[config.mk]
export PLATFORM = sky130hd
export DESIGN_NAME = wb_sel_pipe
export DESIGN_NICKNAME = d
export VERILOG_FILES = /design/src/rtl/wb_sel_pipe.sv
export SDC_FILE = /design/constraint.sdc
export NUM_CORES = 1
export LEC_CHECK = 0
export CORE_MARGIN = 1.5
export CORE_UTILIZATION = 44
export DETAILED_ROUTE_END_ITERATION = 16
export PLACE_DENSITY = 0.88
export SLEW_MARGIN = 20
export SYNTH_ARGS = -nofsm -noshare
export SYNTH_HDL_FRONTEND = slang
export SYNTH_SLANG_ARGS = --single-unit
[constraint.sdc]
create_clock -name clk -period 5.34 [get_ports clk]
set_input_delay 0.534 -clock clk [delete_from_list [all_inputs] [get_ports clk]]
set_output_delay 0.534 -clock clk [all_outputs]
set_load 0.02 [all_outputs]
[src/rtl/wb_sel_pipe.sv]
// Writeback stage: selects register-file write data, extracts sub-word loads,
// and waits for memory with a bounded timeout while forwarding the pending load.
module wb_sel_pipe #(
    parameter int DW           = 32,
    parameter int AW           = 5,
    parameter int MEM_TIMEOUT  = 15,
    parameter int R0_HARDWIRED = 1
) (
    input  logic          clk,
    input  logic          rst,
    input  logic          in_valid,
    output logic          in_ready,
    input  logic [2:0]    wsel,
    input  logic          wen,
    input  logic [AW-1:0] wreg,
    input  logic [DW-1:0] alu_out,
    input  logic [DW-1:0] oprand2,
    input  logic [DW-1:0] jra,
    input  logic [1:0]    ld_size,
    input  logic          ld_signed,
    input  logic [1:0]    addr_lo,
    input  logic [DW-1:0] mem_out,
    input  logic          mem_valid,
    output logic          wb_we,
    output logic [AW-1:0] wb_addr,
    output logic [DW-1:0] wb_data,
    output logic          fwd_valid,
    output logic [AW-1:0] fwd_addr,
    output logic          err_timeout
);

    localparam int CW = $clog2(MEM_TIMEOUT + 1);
    localparam logic [CW-1:0] TMAX = CW'(MEM_TIMEOUT - 1);
    localparam bit R0_HW = (R0_HARDWIRED != 0);

    typedef enum logic {
        S_IDLE,
        S_WAIT
    } state_t;

    state_t state_q, state_d;
    logic [CW-1:0] cnt_q, cnt_d;

    logic          ld_wen_q;
    logic [1:0]    ld_size_q;
    logic          ld_signed_q;
    logic [1:0]    ld_addr_q;

    logic          accept;
    logic          is_mem;
    logic          mem_done;
    logic          tmo;
    logic [DW-1:0] sel_data;
    logic [DW-1:0] ext_data;
    logic [7:0]    b_lane;
    logic [15:0]   h_lane;

    logic          we_d;
    logic          err_d;
    logic [AW-1:0] addr_d;
    logic [DW-1:0] data_d;

    assign in_ready  = (state_q == S_IDLE);
    assign fwd_valid = (state_q == S_WAIT);
    assign accept    = in_valid & in_ready;
    assign is_mem    = (wsel == 3'd1);
    assign mem_done  = (state_q == S_WAIT) & mem_valid;
    assign tmo       = (state_q == S_WAIT) & ~mem_valid & (cnt_q == TMAX);

    always_ff @(posedge clk) begin
        if (rst) begin
            state_q <= S_IDLE;
            cnt_q   <= '0;
        end else begin
            state_q <= state_d;
            cnt_q   <= cnt_d;
        end
    end

    always_comb begin
        state_d = state_q;
        cnt_d   = cnt_q;
        unique case (state_q)
            S_IDLE: begin
                if (accept && is_mem) begin
                    state_d = S_WAIT;
                    cnt_d   = '0;
                end
            end
            S_WAIT: begin
                if (mem_valid || cnt_q == TMAX) begin
                    state_d = S_IDLE;
                end else begin
                    cnt_d = cnt_q + 1'b1;
                end
            end
            default: state_d = S_IDLE;
        endcase
    end

    always_comb begin
        sel_data = '0;
        unique case (1'b1)
            wsel == 3'd0: sel_data = alu_out;
            wsel == 3'd2: sel_data = oprand2;
            wsel == 3'd3: sel_data = jra;
            default:      sel_data = '0;
        endcase
    end

    // Lanes always come from the low 32 bits regardless of DW.
    always_comb begin
        b_lane = mem_out[7:0];
        unique case (ld_addr_q)
            2'd0: b_lane = mem_out[7:0];
            2'd1: b_lane = mem_out[15:8];
            2'd2: b_lane = mem_out[23:16];
            2'd3: b_lane = mem_out[31:24];
            default: b_lane = mem_out[7:0];
        endcase
        h_lane = ld_addr_q[1] ? mem_out[31:16] : mem_out[15:0];
    end

    always_comb begin
        ext_data = mem_out;
        unique case (1'b1)
            ld_size_q == 2'd0:
                ext_data = {{(DW-8){ld_signed_q & b_lane[7]}}, b_lane};
            ld_size_q == 2'd1:
                ext_data = {{(DW-16){ld_signed_q & h_lane[15]}}, h_lane};
            default:
                ext_data = mem_out;
        endcase
    end

    always_comb begin
        we_d   = 1'b0;
        err_d  = 1'b0;
        addr_d = wreg;
        data_d = sel_data;
        if (accept && !is_mem) begin
            we_d = wen & ~(R0_HW & (wreg == '0));
        end
        if (mem_done) begin
            we_d   = ld_wen_q & ~(R0_HW & (fwd_addr == '0));
            addr_d = fwd_addr;
            data_d = ext_data;
        end
        if (tmo) begin
            err_d = 1'b1;
        end
    end

    always_ff @(posedge clk) begin
        if (rst) begin
            wb_we       <= 1'b0;
            wb_addr     <= '0;
            wb_data     <= '0;
            err_timeout <= 1'b0;
            fwd_addr    <= '0;
            ld_wen_q    <= 1'b0;
            ld_size_q   <= '0;
            ld_signed_q <= 1'b0;
            ld_addr_q   <= '0;
        end else begin
            wb_we       <= we_d;
            err_timeout <= err_d;
            if (we_d) begin
                wb_addr <= addr_d;
                wb_data <= data_d;
            end
            if (accept && is_mem) begin
                fwd_addr    <= wreg;
                ld_wen_q    <= wen;
                ld_size_q   <= ld_size;
                ld_signed_q <= ld_signed;
                ld_addr_q   <= addr_lo;
            end
        end
    end

endmodule

---- After elaboration in Yosys (flattened, before gate mapping) ----
Cells that the tools add are included.
word-level totals
  register bits ........................... 55
  input bits .............................. 146
  output and inout bits ................... 46
  word-level logic and storage cells ...... 59
cells by class
  add/sub/neg operators ................... 1
  equal/unequal tests ..................... 10
  muxes and demuxes ....................... 15
  bitwise gates (word level) .............. 12
  reductions and logical operators ........ 10
operators with widths
  kind                                                                   number
  32-bit one-hot mux with 3 select lines                                 1
  32-bit one-hot mux with 2 select lines                                 1
  32-bit two-way mux                                                     1
  8-bit one-hot mux with 4 select lines                                  1
  16-bit two-way mux                                                     1
  5-bit zero test                                                        2
  1-bit bitwise AND                                                      8
  4-bit two-way mux                                                      2
  4-bit one-hot mux with 2 select lines                                  1
  3-bit by 2-bit equality test with 1-bit output, second input constant  2
  1-bit two-way mux                                                      5
  5-bit two-way mux                                                      1
  4-bit by 1-bit adder with 4-bit output, second input constant          1
  2-bit by 1-bit equality test with 1-bit output, second input constant  2
  2-bit equality test, second input constant                             2
  4-bit equality test, second input constant                             1
  2-bit zero test                                                        2
  1-bit inverter                                                         4
  3-bit by 1-bit equality test with 1-bit output, second input constant  1
  3-bit zero test                                                        1
  1-bit logical AND                                                      2
  2-bit by 1-bit != test with 1-bit output, second input constant        1
  2-bit != test, second input constant                                   1
  1-bit one-hot mux with 2 select lines                                  1
  3 further kinds                                                        3

---- Depth between registers and ports, before layout ----
  word-level depth ........................ 5
  depth in mapped cells ................... 7
  mapped depth without buffers ............ 6

---- Worst setup path after synthesis ----
No wires, ideal clock.
  path type ............................... in2reg
  from .................................... in wsel[0]
  to ...................................... reg wb_data[20]
  setup time .............................. 0.140 ns
  arrival ................................. 1.678 ns
  data required time ...................... 5.200 ns
  path slack .............................. 3.522 ns
  cell stages on the path ................. 6
  path buffers ............................ 2
  path through ............................ buf_2 nor3b_4 a211o_2 a22oi_4 buf_6 a211oi_2
between the ends
  word-level cells in the longest chain between the ends .. 5
  elaborated cells on any way between the ends .. 10
  classes of those cells .................. eq/ne (3); mux (4); reduce/logical (3)
RTL lines
  item                                            RTL line  text
  start: declaration                              13        input logic [2:0] wsel,
  3-bit by 1-bit equality test with 1-bit output  66        assign is_mem = (wsel == 3'd1);
  1-bit zero test                                 141       if (accept && !is_mem) begin
  1-bit logical AND                               141
  1-bit two-way mux                               141
  1-bit two-way mux                               144       if (mem_done) begin
  end signal: assignment                          170       wb_data <= data_d;
  end: declaration                                26        output logic [DW-1:0] wb_data,
Several ways; a longest one is shown, not always the timed one.
A chain may end at the register's enable or synchronous reset.

---- Worst setup path in the final report ----
  from .................................... in mem_valid
  to ...................................... reg wb_addr[4]
between the ends
  word-level cells in the longest chain between the ends .. 2
  elaborated cells on any way between the ends .. 3
  classes of those cells .................. mux (2); bitwise (1)
RTL lines
  item                                                           RTL line  text
  start: declaration                                             23        input logic mem_valid,
  1-bit bitwise AND (*)                                          67        assign mem_done = (state_q == S_WAIT) & mem_valid;
  5-bit two-way mux / 1-bit two-way mux (equally long branches)  144
  end signal: assignment                                         169       wb_addr <= addr_d;
  end: declaration                                               25        output logic [AW-1:0] wb_addr,
Every way passes the cells marked *; elsewhere a longest branch is shown, timed or not.

==> impl_metrics.toml <==
[setup_path]
crit_path_start_kind = "primary input"
crit_path_start = "mem_valid"
rr_startpoint = "fwd_valid"
cp_slowest_cell = "o211a_2"
critPathBufInv = 1
worst_setup_path_end_kind = "register"
crit_fanout = 37
path_cells = "clkdlybuf4s50_1 > and2_1 > o211a_2 > nor3_1 > a311oi_1"
arrival_ps = 3030
cp_slowest_stage_delay_ps = 890
path_class = "primary input to register"
path_delay_family = "compound AO/OA/AOI/OAI gates"
required_ps = 5550

[power]
power_per_cell_area_nw_per_um2 = 178
ir_drop_uv = 118
leakagePower_nw = 2.10

[grt]
grt_use_total_pct = 27.5
grt_overflow = 0
grt_max_degree = 56
grt_pass1_vias = 4083
antenna_found_initial = 0
grt_pass1_wl_um = 21100

[floorplanning]
die_x_um = 96.8
dieHeight_um = 96.8
io_pins = 192
placementRows = 34
initial_utilization_pct = 44.8
core_um2 = 8640
dieArea_um2 = 9370

[cells_and_area]
final_common_cell = "clkdlybuf4s50_1"
area_growth_pct = 49.5
layout_common_cells = "189 x clkdlybuf4s50_1, 55 x dfxtp_1, 49 x mux2i_1"
fin_nets = 733
utilization_pct = 67.0
drive_gt1_share_pct = 7.34
diodes = 0

[clocking]
htree_levels = 2
insertion_delay_ps = 320
cts_tree = "built"
post_cts_buffers = 0
clockBufferDepth = 2
cts_made_buffers = 5
root_buffer = "clkbuf_8"
clkSlewWorstSetupHoldPaths_ps = 110
cts_hold_buf = 0
postCtsResizedCells = 0
cts_sinks = 55

[routing]
post_drt_wl_per_cell_um = 19.3
num_vias = 4247
wirelength_um = 13400
first_pass_iters = 9
ant_nets = 0
drt_iter0_drc = 302
drc = 0
drt-vias-per-instance = 6.12

[yosys]
yosys_warnings = 0
synth_edf_count = 0
yosysTopAreaCellShare_pct = 28.4
syn_avg_cell_area_um2 = 9.02
synth_top_area_cell = "dfxtp_1"
synth-seq-cells = 55
synth_cells = 429
synthesis.area_um2 = 3870
synth_nets = 577
async_flop_share_pct = 0
synth_cell_types = 55
synth_seq_area_share_pct = 28.4
synth_flop_cell = "dfxtp_1"
synthTopCellsByArea = "dfxtp_1 28%, mux2i_1 13%, o2bb2ai_1 7.2%"

[run]
drv_cap = 0

[status]
status = "finished clean"

[sta]
fin_crit_ps = 2820
fin_tns_setup_ps = 0
clock_skew_ps = 12.2
finalHoldViolCount = 0
rsz0062_at_grt = "false"
setup_violations = 0
slew_violations = 0
clock.fmax_mhz = 355
finalCritPeriodShare_pct = 52.8
tightest_slew_ps = 1050
maxSlewHeadroom_pct = 30.1

[hold_path]
hp-start = "cnt_q[0]"
hold_class = "register to register"

[place]
routabilityCongestion = 0.851
port_buffers = 191
dp_hpwl_um = 10100
-- synth_stat cells, types with 2 or more instances --
master / count
and2_1: 2
o31ai_1: 6
xor2_1: 2
nor3_1: 37
nor2_1: 22
a21oi_1: 4
a211oi_2: 10
a311oi_1: 13
a21boi_0: 6
and3_1: 3
nor3_2: 4
or4b_1: 6
nand2_1: 20
dfxtp_1: 55
o21ai_0: 2
clkbuf_1: 19
inv_1: 6
a22oi_1: 17
buf_2: 21
nand2b_1: 2
o2bb2ai_1: 32
ha_1: 2
nor2b_1: 5
nand3_1: 13
buf_6: 4
mux4_2: 2
a211oi_1: 14
a31oi_1: 6
a22o_1: 7
nand3b_1: 7
mux2i_1: 49
a222oi_1: 8
-- sequential cells by signal, indices dropped and copies added (netlist names) --
signal,flops
err_timeout,1
ld_wen_q,1
ld_size_q,2
fwd_addr,5
wb_data,32
wb_addr,5
ld_signed_q,1
fwd_valid,1
cnt_q,4
wb_we,1
ld_addr_q,2
-- final timing paths --
check	end	slack (ps)	cells after the start
hold reg to reg	cnt_q[0]	510	2
setup / recovery	wb_addr[4]	2520	5
setup reg to reg	wb_addr[4]	2870	4
hold / removal	cnt_q[0]	510	2
-- power breakdown --
| group | switching (mW) | total (mW) | internal [mW] | leakage, nW |
|---|---|---|---|---|
| Sequential | 0.0158 | 0.447 | 0.431 | 0.450 |
| Combinational | 0.151 | 0.345 | 0.194 | 1.60 |
| Clock | 0.146 | 0.239 | 0.0929 | 0.0483 |
| Total | 0.313 | 1.03 | 0.718 | 2.10 |
-- worst reg2reg max path: cells and delay by family, from the launching register on --
family | cells | cell delay (ps)
simple gates | 2 | 700
flops | 1 | 430
compound gates | 2 | 1240
-- layer usage --
layer  vias up  track usage, %  share of wire (%)
li1       1992               -                  -
met1      2006            32.6                 38
met2       225            50.1                 52
met3        24            6.79                8.4
met4         0            5.91                1.7
met5         -               0                  0
-- cell families after synthesis --
| kind of cell | after synthesis | share of synthesized area [%] |
|---|---|---|
| adders and majority gates | 2 | 0.646 |
| buffers and inverters | 53 | 7.43 |
| AOI/OAI and AO/OA | 136 | 30.6 |
| xor gates and xnor gates | 2 | 0.453 |
| and+or+nand+nor | 130 | 18.6 |
| muxes | 51 | 13.8 |
| DFF | 55 | 28.4 |
-- layout make-up --
cell class	count	area, µm²
Fill cell	685	2850
Multi-Input combinational cell	321	2490
Timing Repair Buffer	196	1950
Sequential cell	55	1100
Tap cell	108	135
Clock buffer	5	68.8
Inverter	6	22.5
Clock inverter	3	18.8
-- through the flow --
stage          total power, mW  instance area [µm²]  hold WS (ps)  instances  setup slack, ps
6_report                  1.03                 5790           513        694             2520
5_1_grt                   1.07                 5790           543        694             2400
4_1_cts                   1.03                 5770           512        693             2340
3_5_place_dp             0.797                 5680           499        685             2010
3_3_place_gp             0.788                 5680           481        685             2190
2_1_floorplan            0.615                 3870           469        429             3520
Power figures use the tool's default switching activity.
